## src/rtl/mux2_rr_arbiter.sv

```systemverilog
// mux2_rr_arbiter: two-input round-robin arbiter feeding a registered 2:1 mux
// output (Y, S) over valid/ready, with per-channel grant counters.
module mux2_rr_arbiter #(
    parameter int WIDTH = 8,
    parameter int CNT_W = 16
) (
    input  logic             clk,
    input  logic             rst,
    input  logic             I0_valid,
    input  logic [WIDTH-1:0] I0_data,
    output logic             I0_ready,
    input  logic             I1_valid,
    input  logic [WIDTH-1:0] I1_data,
    output logic             I1_ready,
    output logic             Y_valid,
    output logic [WIDTH-1:0] Y,
    output logic             S,
    input  logic             Y_ready,
    output logic [CNT_W-1:0] grant0_cnt,
    output logic [CNT_W-1:0] grant1_cnt
);
    logic last, load, any, gnt;
    assign load = !Y_valid || Y_ready;
    assign any  = I0_valid || I1_valid;
    // on a tie the channel that did not win last time goes first
    assign gnt  = (I0_valid && I1_valid) ? ~last : I1_valid;
    assign I0_ready = !rst && load && any && !gnt;
    assign I1_ready = !rst && load && any && gnt;
    always_ff @(posedge clk or posedge rst) begin
        if (rst) begin
            Y_valid    <= 1'b0;
            Y          <= '0;
            S          <= 1'b0;
            last       <= 1'b1;
            grant0_cnt <= '0;
            grant1_cnt <= '0;
        end else if (load) begin
            Y_valid <= any;
            if (any) begin
                Y    <= gnt ? I1_data : I0_data;
                S    <= gnt;
                last <= gnt;
                if (gnt) grant1_cnt <= grant1_cnt + CNT_W'(1);
                else     grant0_cnt <= grant0_cnt + CNT_W'(1);
            end
        end
    end
endmodule

```

## config.mk

```make
export PLATFORM = sky130hd
export DESIGN_NAME = mux2_rr_arbiter
export DESIGN_NICKNAME = d
export VERILOG_FILES = /design/src/rtl/mux2_rr_arbiter.sv
export SDC_FILE = /design/constraint.sdc
export NUM_CORES = 1
export LEC_CHECK = 0
export ABC_AREA = 1
export BUFFER_PORTS_ARGS = -buffer_cell sky130_fd_sc_hd__buf_2
export CORE_ASPECT_RATIO = 1.2
export CORE_UTILIZATION = 40
export CTS_BUF_LIST = sky130_fd_sc_hd__clkbuf_4 sky130_fd_sc_hd__clkbuf_8
export DETAILED_ROUTE_END_ITERATION = 10
export GPL_ROUTABILITY_DRIVEN = 0
export MAX_ROUTING_LAYER = met4
export PLACE_DENSITY = 0.73
export RECOVER_POWER = 100
export SLEW_MARGIN = 0
export SYNTH_ARGS = -nofsm -noshare
export SYNTH_HDL_FRONTEND = slang
export SYNTH_SLANG_ARGS = --single-unit
export TNS_END_PERCENT = 100
```

## constraint.sdc

```tcl
create_clock -name clk -period 1.3 [get_ports clk]
set_input_delay 0.065 -clock clk [delete_from_list [all_inputs] [get_ports clk]]
set_output_delay 0.065 -clock clk [all_outputs]
set_load 0.005 [all_outputs]
```

; Word-level counts from Yosys, hierarchy flattened
; Cells that the tools add are included.
[op_classes]
n_addsub = 2
muxes = 2
bitwise_logic = 2
n_reduce_logical = 13
[op_table]
columns = cell, count
row1 = $add A16 B1 Y16 const B, 2
row2 = $mux W8, 1
row3 = $reduce_and A3 Y1, 2
row4 = $logic_and A1 B1 Y1, 5
row5 = $logic_not A1 Y1, 3
row6 = $logic_or A1 B1 Y1, 2
row7 = $not A1 Y1, 2
row8 = $reduce_and A2 Y1, 1
row9 = $mux W1, 1
[word_totals]
register_bits = 43
in_bits = 21

; Depth between registers and ports, before layout
[depth]
depth_word = 5
mapped_depth = 8
depth_no_buf = 8

; Worst setup path before layout
; Ideal clock, no wire load.
[synth_path]
kind = register -> register
start = register grant0_cnt[0]
end = register grant0_cnt[10]
setup_ns = 0.117
arrival_ns = 1.164
setup_slack_ns = 0.019
path_stages_with_launch = 9
n_path_buf = 0
cell_sequence = dfrtp_1 > ha_1 > inv_1 > nor2_2 > nand2_1 > nor2_2 > nand2_1 > nand2_1 > nand2_1
[synth_via]
elab_chain_len = 1
[synth_lines]
columns = element, line_no
row1 = start: declaration, 19  ; output logic [CNT_W-1:0] grant0_cnt,
row2 = start signal: assignment, 44  ; else grant0_cnt <= grant0_cnt + CNT_W'(1);
row3 = $add A16 B1 Y16, 44
; Every way passes these cells.
; A chain may end at the register's enable or synchronous reset.

; Worst setup path in the final report
[layout_path]
start = register last
end = register Y[0]
[layout_via]
elab_chain_len = 3
[layout_lines]
columns = element, line_no
row1 = start: declaration, 22  ; logic last, load, any, gnt;
row2 = start signal: assignment, 42  ; last <= gnt;
row3 = $not A1 Y1, 26  ; assign gnt = (I0_valid && I1_valid) ? ~last : I1_valid;
row4 = $mux W1, 26
row5 = $mux W8, 40  ; Y <= gnt ? I1_data : I0_data;
row6 = end signal: assignment, 40
row7 = end: declaration, 16  ; output logic [WIDTH-1:0] Y,
; Every way passes these cells.

==> impl_metrics.csv <==
group,metric,value,unit
floorplanning,start_util,41.76,%
global_route,first_global_vias,1999,
finish,diodes,0,
worst_setup_path,r2r_setup_slack,-160,ps
worst_setup_path,startpoint_type,"flip-flop",
floorplanning,io_pins,65,
worst_setup_path,cp.required,1480,ps
drt,wl_per_cell,12.24,um
synthesis,synth_cells,295,
status,status,"finished, violations left",
timing,skew,10.78,ps
synthesis,synth_top_area_share,47.51,%
power_and_ir_drop,p_leak,1.785,nW
placement,port_buffers,64,
global_route,grt-ovfl-total,0,
timing,worst_slew_pin_slew,649.6,ps
timing,drv_slew,0,
drt,ant_nets,0,
drt,wl,5.752,mm
finish,nFillCells,460,
timing,rsz0062_at_grt,"yes",
timing,setup_slack,-156.5,ps
min_path,hold_end,"Y_valid",
worst_setup_path,cp_slowest_stage_delay,570,ps
synthesis,synthesis.nets,318,
floorplanning,core,0.005298,sq mm
power_and_ir_drop,swShare,32.94,%
global_route,antenna_found_initial,0,
power_and_ir_drop,pwr-share-seq,45.6,%
worst_setup_path,critPathTopFamily,"flip-flops",
worst_setup_path,crit_fanout,5,
power_and_ir_drop,p_clk_share,23.4,%
min_path,hold_depth,4,
synthesis,yosys-top-cells-area,"dfrtp_1 48%, nand2_1 21%, inv_1 6.6%",
synthesis,ys_warn_count,0,
synthesis,avgSynthCellArea,7.499,sq um
worst_setup_path,slowest_stage,"dfstp_2",
finish,utilization,61.95,%
clock_network,clkSinkCount,43,
clock_network,cts_buffers,5,
worst_setup_path,cp.arrival,1640,ps
worst_setup_path,r2r-end,"Y[0]",
clock_network,clkTransAtPathRegs,90,ps
power_and_ir_drop,switchingPower,1.294,mW
placement,dp.cells,434,
worst_setup_path,cp-end-kind,"flip-flop",
worst_setup_path,cp.buffers_inverters,4,
synthesis,synth-seq-area-share,48.70,%
clock_network,cts-root-buf,"clkbuf_8",
power_and_ir_drop,combPwrFrac,31.0,%
timing,max_slew_margin,56.42,%
timing,setup-tns-final,-2229,ps
synthesis,yosys.area.top_type,"dfrtp_1",
placement,dp_slack,-71.87,ps
floorplanning,die_width,69.89,um
global_route,grt_pass1_wl,8.983,mm
timing,period_needed,1456,ps
clock_network,clockBufferDepth,2,
drt,drt_iter0_drc,86,
clock_network,cts_htree_levels,2,
drt,viasPerCell,4.734,
floorplanning,rows,29,
drt,firstDrtPassIters,4,
floorplanning,die_y,83.47,um
global_route,track_usage,19.98,%
timing,final.period_utilization,112.0,%
timing,final-hold-violation-count,0,
worst_setup_path,crit_chain,"nand2_4, nand2_4, buf_4, buf_6, nor2_4, buf_4, buf_6, nand2_1, nand3_1",
timing,finalSetupViolCount,32,
finish,num-nets-final,430,
worst_setup_path,reg2reg_depth,9,
worst_setup_path,path_class,"reg -> reg",
finish,instances_no_fill,470,
worst_setup_path,r2r-start,"last",
power_and_ir_drop,peakVddDrop,712.1,uV
power_and_ir_drop,power.internal,2.634,mW
finish,area_growth,48.36,%
timing,max_freq,686.6,MHz
finish,post_route_cells_drive_above_1_share,35.05,%
floorplanning,die_area,0.005833,sq mm
synthesis,synth.distinct_cells,22,
min_path,worstHoldStart,"Y_ready",
synthesis,synthesis.area,0.002212,sq mm
flow_run,max_cap_viol_count,0,
clock_network,clock_latency,300,ps
min_path,hp-class,"in -> reg",
drt,drcViolationCount,0,
power_and_ir_drop,p_per_area,1197,mW/mm^2
status,violations,"setup timing",
synthesis,synth_seq_cells,43,
global_route,grt_max_degree,18,
placement,dpl.hpwl,3.738,mm
drt,vias,2225,
clock_network,tritoncts,"built",
## metal layers
layer  vias up  part of all wire (%)  GRT usage, %
met4         0                   2.1         7.273
met3        11                   3.5         3.623
met1      1040                    43         23.57
met2        51                    51         33.92
li1       1123                     -             -
met5         -                     0             -
## metrics by stage
stage	hold WS [ps]	power (mW)	cell area, sq um
2_1_floorplan	161.1	2.269	2212
3_3_place_gp	117.4	2.729	2725
3_5_place_dp	130.0	2.751	2725
4_1_cts	161.9	3.753	3077
5_1_grt	163.0	4.190	3282
6_report	145.4	3.928	3282
## flip-flops by register name, indices dropped and copies added (netlist names)
signal / count
S: 1
last: 1
Y_valid: 1
grant0_cnt: 16
Y: 8
grant1_cnt: 16
## cells in the mapped netlist
| cell | number |
|---|---|
| nand2_1 | 122 |
| dfrtp_1 | 42 |
| inv_1 | 39 |
| nand3_1 | 24 |
| nor2_1 | 21 |
| o21ai_1 | 9 |
| nor2_2 | 6 |
| nand3b_1 | 5 |
| xnor2_1 | 5 |
| xor2_1 | 4 |
| nand2_2 | 3 |
| buf_2 | 2 |
| buf_4 | 2 |
| ha_1 | 2 |
| o21ai_0 | 2 |
| dfstp_2 | 1 |
| inv_2 | 1 |
| nand3_2 | 1 |
| nand3_4 | 1 |
| nand4_1 | 1 |
| nor2_4 | 1 |
| nor3_1 | 1 |
## logic make-up (layout without fill, tap and decap cells)
| group | Yosys count | in the layout | share of synthesized area [%] |
|---|---|---|---|
| xor+xnor | 9 | 9 | 3.563 |
| compound gates | 11 | 11 | 2.489 |
| buf+inv | 44 | 157 | 7.918 |
| flops | 43 | 43 | 48.70 |
| simple gates | 186 | 186 | 36.20 |
| fa+ha+maj | 2 | 2 | 1.131 |
## worst min-delay path: stages
cell	delay, ps
buf_2	110
inv_1	70
nand2_4	90
nand2_1	70
## worst max-delay path by stage
stage                        startpoint        endpoint  slack [ps]  depth (start not counted)
after floorplan           grant0_cnt[0]  grant0_cnt[10]          20                          8
after global placement             last  grant0_cnt[15]         -30                          7
after detailed placement           last  grant0_cnt[11]         -70                          7
after CTS                          last        I0_ready        -150                          6
after global routing               last            Y[0]        -200                          9
final                              last            Y[0]        -160                          9
## final cells by class
cell class / instances / area [sq um] / area share [%]
multi-input cells: 208 / 1132 / 34.50
flip-flops and latches: 43 / 1079 / 32.86
repair buffers: 109 / 743.2 / 22.65
inverters: 40 / 155.1 / 4.727
clock buffers: 7 / 90.09 / 2.745
well taps: 62 / 77.57 / 2.364
clock inverters: 1 / 5.005 / 0.1525
## layout by cell type, fill, tap and decap left out, drive strengths merged
cell type,n
buf,92
clkbuf,7
clkinv,2
dfrtp,42
dfstp,1
dlygate4sd3,17
ha,2
inv,39
nand2,125
nand3,26
nand3b,5
nand4,1
nor2,28
nor3,1
o21ai,11
xnor2,5
xor2,4
## power groups by stage
stage,combinational [mW],clock [mW],sequential [mW]
CTS,1.06,0.936,1.76
floorplan,0.466,0,1.80
finish,1.22,0.918,1.79
global placement,0.953,0,1.78
global route,1.36,1.00,1.83
detailed placement,0.971,0,1.78
## what timing repair did
item | 4_1_cts | 5_1_grt
endpoints found under the hold margin | 22 | 0
pin swaps | 2 | 12
cloned | 0 | 1
resized for setup | 14 | 46
endpoints found under the setup margin | 24 | 38
setup buffers | 4 | 6
hold buffers | 17 | 0
No activity file was read; power rests on OpenSTA's default activity.
